[src/rtl/ifu_prefetch_ctrl.sv]
// Instruction-fetch controller: owns the fetch PC, drives the combinational ROM, and buffers
// {pc, word} pairs in a small prefetch queue for decode. Define IFU_BYPASS_EN for the zero-latency empty-queue path.
module ifu_prefetch_ctrl #(
    parameter logic [31:0] RESET_PC = 32'h0000_3000,
    parameter int          DEPTH    = 4,
    parameter int          PTR_W    = 2
) (
    input  logic             clk,
    input  logic             reset,
    input  logic             fetch_en,
    output logic [31:0]      im_addr,
    input  logic [31:0]      im_rdata,
    input  logic             redirect_valid,
    input  logic [31:0]      redirect_pc,
    output logic             out_valid,
    input  logic             out_ready,
    output logic [31:0]      out_instr,
    output logic [31:0]      out_pc,
    output logic [PTR_W:0]   q_count
);
    typedef enum logic [1:0] {RUN = 2'd0, FULL = 2'd1, STALL = 2'd2} state_t;

    localparam logic [PTR_W:0] DEPTH_C = (PTR_W+1)'(DEPTH);

    state_t             state;
    logic [31:0]        fpc;
    logic [PTR_W-1:0]   rd_ptr, wr_ptr;
    logic [PTR_W:0]     count, count_n;
    logic [31:0]        q_pc    [DEPTH];
    logic [31:0]        q_instr [DEPTH];
    logic               q_empty, q_full, q_pop, push, byp_take, advance;

    assign q_empty = (count == '0);
    assign q_full  = (state == FULL) | (count == DEPTH_C);
    assign q_pop   = ~q_empty & out_ready;
    assign im_addr = fpc;
    assign q_count = count;

`ifdef IFU_BYPASS_EN
    logic byp;
    // Empty queue: present the ROM word straight to decode; it only enters the queue if not taken.
    assign byp       = q_empty & fetch_en & ~redirect_valid;
    assign byp_take  = byp & out_ready;
    assign out_valid = ~q_empty | byp;
    assign out_instr = ~q_empty ? q_instr[rd_ptr] : (byp ? im_rdata : '0);
    assign out_pc    = ~q_empty ? q_pc[rd_ptr]    : (byp ? fpc      : '0);
`else
    assign byp_take  = 1'b0;
    assign out_valid = ~q_empty;
    assign out_instr = q_empty ? '0 : q_instr[rd_ptr];
    assign out_pc    = q_empty ? '0 : q_pc[rd_ptr];
`endif

    // Full queue still accepts a push when the head leaves in the same cycle.
    assign push    = fetch_en & ~redirect_valid & (~q_full | q_pop) & ~byp_take;
    assign advance = push | byp_take;
    assign count_n = count + (PTR_W+1)'(push) - (PTR_W+1)'(q_pop);

    always_ff @(posedge clk) begin
        if (reset) begin
            fpc    <= RESET_PC & ~32'h3;
            count  <= '0;
            rd_ptr <= '0;
            wr_ptr <= '0;
            state  <= RUN;
        end else if (redirect_valid) begin
            // Any head pop this cycle already happened at decode; everything else is stale.
            fpc    <= redirect_pc & ~32'h3;
            count  <= '0;
            rd_ptr <= '0;
            wr_ptr <= '0;
            state  <= RUN;
        end else begin
            if (push) begin
                q_pc[wr_ptr]    <= fpc;
                q_instr[wr_ptr] <= im_rdata;
                wr_ptr          <= wr_ptr + 1'b1;
            end
            if (advance)
                fpc <= fpc + 32'd4;
            if (q_pop)
                rd_ptr <= rd_ptr + 1'b1;
            count <= count_n;
            if (!fetch_en)
                state <= STALL;
            else if (count_n == DEPTH_C)
                state <= FULL;
            else
                state <= RUN;
        end
    end
endmodule

[config.mk]
export PLATFORM = sky130hd
export DESIGN_NAME = ifu_prefetch_ctrl
export DESIGN_NICKNAME = d
export VERILOG_FILES = /design/src/rtl/ifu_prefetch_ctrl.sv
export SDC_FILE = /design/constraint.sdc
export NUM_CORES = 1
export LEC_CHECK = 0
export ABC_AREA = 1
export CELL_PAD_IN_SITES_DETAIL_PLACEMENT = 1
export CELL_PAD_IN_SITES_GLOBAL_PLACEMENT = 1
export CORE_ASPECT_RATIO = 0.6
export CORE_UTILIZATION = 39
export DETAILED_ROUTE_END_ITERATION = 8
export HOLD_SLACK_MARGIN = 0.03
export PLACE_DENSITY = 0.75
export SETUP_SLACK_MARGIN = 0.1
export SLEW_MARGIN = 20
export SYNTH_ARGS = -nofsm -noshare
export SYNTH_HDL_FRONTEND = slang
export SYNTH_SLANG_ARGS = --single-unit
export TNS_END_PERCENT = 5
[constraint.sdc]
create_clock -name clk -period 4.6 [get_ports clk]
set_input_delay 0.92 -clock clk [delete_from_list [all_inputs] [get_ports clk]]
set_output_delay 0.92 -clock clk [all_outputs]
set_load 0.01 [all_outputs]
Yosys cells after proc, flatten, opt, wreduce, memory -nomap -nowiden. Memories as Yosys holds them, arrays and structs flattened. A register that Yosys moved wholly into a read port is not among the register bits. Index checks and enable logic that the tools add are counted.

Bits of input ports: 69. Output and inout bits: 100. Flip-flop bits (word level): 41. Memories kept: 2. Logic and storage cells: 44. Memory bits (writable): 256.

Bitwise logic cells: 9. Multiplexer cells: 14. Equal/unequal tests: 3. Add/subtract/negate cells: 5. Reduce and logical (&&, ||, !) cells: 4.

Memories: q_instr (depth 4, width 32, rd ports 1, clocked after Yosys merged registers in 1, write ports 1, line 30) `logic [31:0] q_instr [DEPTH];`; q_pc (depth 4, width 32, rd ports 1, clocked after Yosys merged registers in 1, write ports 1, line 29) `logic [31:0] q_pc [DEPTH];`.

Operators with widths (number): two-way mux 32 bit (4); adder 32 x 3 -> 32 bit, second input constant (1); two-way mux 2 bit (5); equality test 3 bit, second input constant (2); two-way mux 1 bit (5); adder 2 x 1 -> 2 bit, second input constant (2); inverter 1 bit (4); adder 3 x 1 -> 3 bit (1); bitwise AND 1 bit (3); zero test 3 bit (1); OR reduction 3 bit (1); subtractor 3 x 1 -> 3 bit (1); equality test 2 x 1 -> 1 bit, second input constant (1); OR 1 bit (2); nonzero test 2 bit (1); OR reduction 2 bit (1).

Longest topological paths before layout. Gate-level depths: netlist (run 1).

Depth in word-level cells: 10. Gate-level depth with buffers: 14. Mapped depth without buffers: 13.

Worst setup path before layout (run 1). No wires, ideal clock.

Kind: input-to-reg. Start point: input redirect_valid. End point: memory q_instr[0][0] (enable). Stages: 8. Arrival: 4.173 ns. Path slack: -0.055 ns. Library setup time: 0.482 ns. Path buffers: 1. Required time: 4.118 ns. Path through: inv_2 -> nand2_1 -> inv_2 -> nand2_4 -> buf_6 -> nor2_4 -> inv_2 -> nor2_1.

Longest elaborated chain between the ends: 7.

RTL lines: start: declaration (line 13) `input logic redirect_valid,`; inverter 1 bit (line 55) `assign push = fetch_en & ~redirect_valid & (~q_full | q_pop) & ~byp_take;`; bitwise AND 1 bit (2 in a row) (line 55); two-way mux 1 bit (line 74) `if (push) begin`; two-way mux 1 bit (*) (line 66) `end else if (redirect_valid) begin`; two-way mux 1 bit (*) (line 60) `if (reset) begin`; two-way mux 1 bit (not written as such) (*) (line 76) `q_instr[wr_ptr] <= im_rdata;`; end: declaration (line 30).

Every way passes the cells marked *; elsewhere a longest branch is shown, timed or not.

==> metrics.csv, run 1 <==
stage,metric,value,unit
logic_synthesis,ys_seq_elements,289,
logic_synthesis,syn_avg_cell_area,10.5,um2
setup_path,rr_startpoint,q_count[1],
global_routing,grt_pass1_wl,53700,um
pwr,clkPwrFrac,40.7,%
place,port_buffers,162,
drt,viasPerCell,5.20,
floorplanning,dieArea,32300,um2
clock_network,clkLatencyLatePin,0.56,ns
clock_network,cts_buffers,29,
flow_run,cap_violations,0,
timing,maxSlewHeadroom,39.3,%
pwr,powerDensity,381,nW/um2
timing,setup_viol,0,
setup_path,path_class,reg2out,
finish,fin_util,50.2,%
timing,final_hold_viol_count,0,
timing,fin_skew,0.0127,ns
clock_network,clk_pin_slew_worst_paths,0.07,ns
timing,maxSlewViolCount,0,
drt,routedWlPerCell,19.8,um
drt,drtIter0Drc,524,
pwr,p_int,4500,uW
run_status,status,finished clean,
hold_path,hold_class,reg2reg,
setup_path,cp-start-kind,register,
clock_network,ctsResizeCount,0,
pwr,p_comb_share,8.6,%
pwr,vdd_drop_max,0.275,mV
floorplanning,start_util,40.4,%
logic_synthesis,synth-edff-count,248,
finish,area_growth,24.4,%
logic_synthesis,ys_top_cells_by_count,"nor2_1, edfxtp_1, o21ai_0",
pwr,p_seq_share,50.8,%
setup_path,cp.required,3.68,ns
global_routing,gr-total-overflow,0,
hold_path,worstHoldStart,wr_ptr[0],
pwr,leakage,0.00537,uW
timing,setup_tns,0,ns
clock_network,cts_hold_buf,0,
logic_synthesis,yosysMostFrequentCell,nor2_1,
floorplanning,fp.dieH,140,um
timing,layout_min_cycle_time,4.05,ns
place,place_congestion,0.811,
finish,antennaDiodeCount,0,
floorplanning,fp-row-count,49,
pwr,p_sw_share,23.1,%
drt,ant_nets,0,
timing,whs,0.541,ns
floorplanning,core_area,30500,um2
place,dpl.hpwl,22000,um
timing,worst_pin_slew,0.910,ns
setup_path,cp_data_arrival_time,3.13,ns
floorplanning,ios,169,
timing,period_share,88.0,%
logic_synthesis,syn_area,12300,um2
clock_network,cts_sinks,289,
logic_synthesis,synth_area_leader_cell,edfxtp_1,
clock_network,cts_max_level,1,
logic_synthesis,synthDistinctLibCells,35,
logic_synthesis,ys_async_sr_fraction,0,%
clock_network,clockBufferDepth,3,
logic_synthesis,yosysSeqAreaShare,67.1,%
clock_network,cts_setup_buffers,0,
global_routing,first_global_vias,9244,
logic_synthesis,yosys-top-cells-area,"edfxtp_1, nor2_1, dfxtp_1",
global_routing,grt_max_degree,91,
timing,rsz0062_at_grt,no,
setup_path,cp-end-kind,primary output,
setup_path,critPathMaxFanout,90,
logic_synthesis,synth_top_area_share,60.4,%
drt,firstDrtPassIters,5,
clock_network,cts_tree,done,
pwr,switching_power,1350,uW
finish,drive_gt1_share,7.61,%
global_routing,grt_use_total,21.5,%
timing,fmax,247,MHz
logic_synthesis,yosys_most_used_dff,edfxtp_1,
global_routing,antenna_found_initial,0,
clock_network,root_buffer,clkbuf_16,
logic_synthesis,yosysWarnings,0,
finish,nets,1409,
logic_synthesis,synthCells,1179,
drt,wirelength,34900,um
drt,vias,9166,
floorplanning,die_x,232,um
drt,drc,0,
==> layout by cell type (no fill, tap or decap), drive strengths merged, types with 4 or more instances in the layout <==
cell           count
a21oi             79
o21bai             4
edfxtp           248
nor2             305
nand3             47
dfxtp             41
o21ai            145
ha                 6
xor2               5
nand2            145
clkdlybuf4s50    162
clkinv            13
conb               4
nand4              8
xnor2              4
clkbuf            33
nor3               4
inv               65
bufinv             4
buf               19
==> through the flow <==
step	area, um2	cells	total power (uW)	setup WS [ns]
2_1_floorplan	12300	1182	3220	-0.0550
3_3_place_gp	14400	1710	3510	1.14
3_5_place_dp	14400	1710	3530	1.10
4_1_cts	15300	1762	5910	0.505
5_1_grt	15300	1762	6040	0.385
6_report	15300	1762	5850	0.551
==> worst paths after layout <==
path / to / slack, ns / cells past startpoint
hold / removal: wr_ptr[0] / 0.54 / 2
setup / recovery: out_pc[11] / 0.55 / 5
setup reg to reg: state[0] / 2.06 / 13
hold reg to reg: wr_ptr[0] / 0.54 / 2
==> flip-flops by register name (all words and copies together) (netlist names), named ones only <==
| name | flops |
|---|---|
| im_addr | 30 |
| q_count | 3 |
| q_instr | 128 |
| q_pc | 120 |
| rd_ptr | 2 |
| state | 2 |
| wr_ptr | 2 |
==> final cells by class <==
type                            count  area (um2)
Tap cell                          408         510
Multi-Input combinational cell    766        3570
Timing Repair Buffer              181        1790
Clock buffer                       33         741
Inverter                           66         250
Clock inverter                     19         199
Sequential cell                   289        8270
Fill cell                        3329       15200
==> critical path, cell delays in order, from the launching register on <==
cell and delay (ns):
dfxtp_4 0.49, clkinv_2 0.10, buf_4 0.68, o21ai_0 0.27, a21oi_1 0.36, clkdlybuf4s50_1 0.61
==> logic make-up after synthesis <==
group,after synthesis,synth area share [%]
AO/OA/AOI/OAI,234,9.70
XOR/XNOR,9,0.639
adder cells (fa/ha/maj),7,0.771
buffers and inverters,127,4.28
flip-flops,289,67.1
other,1,0.0304
AND/OR/NAND/NOR,512,17.5
==> power groups by stage <==
stage	Clock, uW	Combinational (uW)	Sequential [uW]
3_5_place_dp	0	504	3030
3_3_place_gp	0	492	3020
2_1_floorplan	0	220	3000
4_1_cts	2440	507	2970
5_1_grt	2520	548	2970
6_report	2380	501	2970
==> routing by layer <==
layer | up-vias | GRT usage (%) | part of all wire (%)
li1 | 4324 | - | -
met1 | 4603 | 31.4 | 48
met2 | 200 | 34.3 | 46
met3 | 39 | 3.11 | 4.2
met4 | 0 | 3.97 | 1.4
met5 | - | 0 | 0
No activity file was read; power rests on OpenSTA's default activity.
==> run 2, diff against run 1 <==
--- a/config.mk
+++ b/config.mk
@@ -8,7 +8,6 @@
 export ABC_AREA = 1
 export CELL_PAD_IN_SITES_DETAIL_PLACEMENT = 1
 export CELL_PAD_IN_SITES_GLOBAL_PLACEMENT = 1
-export CORE_ASPECT_RATIO = 0.6
 export CORE_UTILIZATION = 39
 export DETAILED_ROUTE_END_ITERATION = 8
 export HOLD_SLACK_MARGIN = 0.03
==> metrics.csv, run 2 (synthesis gave the netlist of run 1 again) <==
stage,metric,value,unit
finish,fillers,3355,
pwr,vdd_drop_max,0.250,mV
timing,worst_pin_slew,0.997,ns
pwr,leakage,0.00545,uW
setup_path,cp.required,3.68,ns
timing,layout_min_cycle_time,3.73,ns
setup_path,rr_startpoint,q_count[2],
clock_network,cts_tree,done,
setup_path,cp_data_arrival_time,2.81,ns
pwr,powerDensity,394,nW/um2
hold_path,hold_class,reg2reg,
setup_path,crit_chain,nor2_2 > nand2_2 > inv_2 > buf_4 > a21oi_1 > clkdlybuf4s50_1,
place,dpl.hpwl,21300,um
drt,routedWlPerCell,19.4,um
floorplanning,fp-row-count,64,
place,placed_area,14400,um2
finish,area_growth,25.3,%
drt,wirelength,34100,um
setup_path,r2r_cells,9,
finish,antennaDiodeCount,0,
finish,drive_gt1_share,8.31,%
clock_network,cts_sinks,289,
floorplanning,fp.dieH,180,um
run_status,violations,DRC,
drt,ant_nets,0,
hold_path,worstHoldStart,wr_ptr[0],
clock_network,clk_pin_slew_worst_paths,0.06,ns
timing,maxSlewViolCount,0,
setup_path,crit_cells,6,
setup_path,crit_slowest_cell,inv_2,
drt,drtIter0Drc,491,
flow_run,cap_violations,0,
clock_network,cts_max_level,1,
drt,viasPerCell,5.20,
finish,fin_util,50.1,%
floorplanning,start_util,40.0,%
setup_path,cp_slowest_stage_delay,0.71,ns
floorplanning,die_x,180,um
hold_path,min_path_cells,2,
clock_network,cts_buffers,31,
clock_network,clockBufferDepth,3,
timing,period_share,81.2,%
floorplanning,dieArea,32300,um2
setup_path,path_class,reg2out,
setup_path,cp-start-kind,register,
finish,post-route-cell-area,15400,um2
timing,maxSlewHeadroom,33.6,%
timing,fmax,268,MHz
global_routing,first_global_vias,9747,
timing,fin_skew,0.0151,ns
finish,largest_reg_flops,128,
setup_path,cp_num_buf_inv,3,
floorplanning,core_area,30800,um2
setup_path,cp-end-kind,primary output,
timing,setup_viol,0,
setup_path,critPathMaxFanout,40,
global_routing,gr-total-overflow,0,
finish,mostFrequentLayoutCells,"nor2_1, edfxtp_1, clkdlybuf4s50_1",
place,place_congestion,0.834,
drt,vias,9130,
global_routing,grt_use_total,21.1,%
finish,mostFrequentLayoutCell,nor2_1,
timing,final_hold_viol_count,0,
finish,regMostFlops,q_instr,
setup_path,cp_top_family,buffers and inverters,
setup_path,cp-startpoint,q_count[0],
finish,multiInputGateArea,3570,um2
clock_network,ctsResizeCount,0,
place,port_buffers,162,
run_status,status,"finished, violations left",
drt,firstDrtPassIters,7,
global_routing,grt_max_degree,69,
clock_network,cts_setup_buffers,0,
clock_network,root_buffer,clkbuf_16,
global_routing,grt_pass1_wl,53400,um
drt,drc,9,
clock_network,clkLatencyLatePin,0.54,ns
global_routing,antenna_found_initial,0,
finish,nets,1412,
timing,rsz0062_at_grt,no,
floorplanning,ios,169,
finish,seqCellArea,8270,um2
clock_network,cts_hold_buf,0,
run 2: changes by cell type in the layout (fill, tap and decap cells not counted):
cell,previous run,this run
clkbuf_8,0,4
buf_4,17,20
clkinv_1,8,5
clkbuf_1,4,3
clkbuf_16,29,31
clkinv_2,5,8
buf_12,2,0
bufinv_16,4,6
clkinv_4,0,1
inv_6,2,0
clkinvlp_4,2,1
run 2: cell type report:
cell class / instances / share of cell area (%)
well taps: 396 / 3.21
clock buffers: 38 / 5.45
repair buffers: 182 / 11.5
clock inverters: 19 / 1.60
flip-flops and latches: 289 / 53.5
multi-input cells: 766 / 23.1
inverters: 66 / 1.62
run 2: path summary, 6_finish.rpt:
check	end	slack (ns)
setup / recovery	out_instr[10]	0.87
hold / removal	wr_ptr[0]	0.54
setup reg to reg	q_instr[0][4]	2.12
hold reg to reg	wr_ptr[0]	0.54
run 2: metrics by stage:
stage	std cells	setup TNS, ns	hold WS (ns)	total power (uW)	setup slack [ns]
after floorplan	1182	-13.65	0.478	3220	-0.0550
after global placement	1699	0	0.496	3500	1.07
after detailed placement	1699	0	0.516	3520	0.998
after CTS	1756	0	0.548	6150	0.787
after global routing	1756	0	0.571	6290	0.651
final	1756	0	0.539	6090	0.865
run 2: metal layers:
metal | vias to the layer above | GRT usage (%) | share of wire (%)
li1 | 4321 | - | -
met1 | 4529 | 27.2 | 44
met2 | 233 | 37.2 | 50
met3 | 47 | 2.96 | 4.9
met4 | 0 | 5.28 | 1.8
met5 | - | 0 | 0
run 2: power breakdown:
part | switching, uW | total, uW | leakage, uW | internal [uW]
registers | 68.8 | 2970 | 0.00257 | 2900
clock network | 997 | 2620 | 0.000533 | 1630
logic | 274 | 498 | 0.00235 | 224
total | 1340 | 6090 | 0.00545 | 4750
run 2: worst register-to-register path: cells and delay by family (launching register included):
kind | cells | cell delay, ns
simple gates | 6 | 0.89
buf+inv | 3 | 0.77
flops | 1 | 0.42
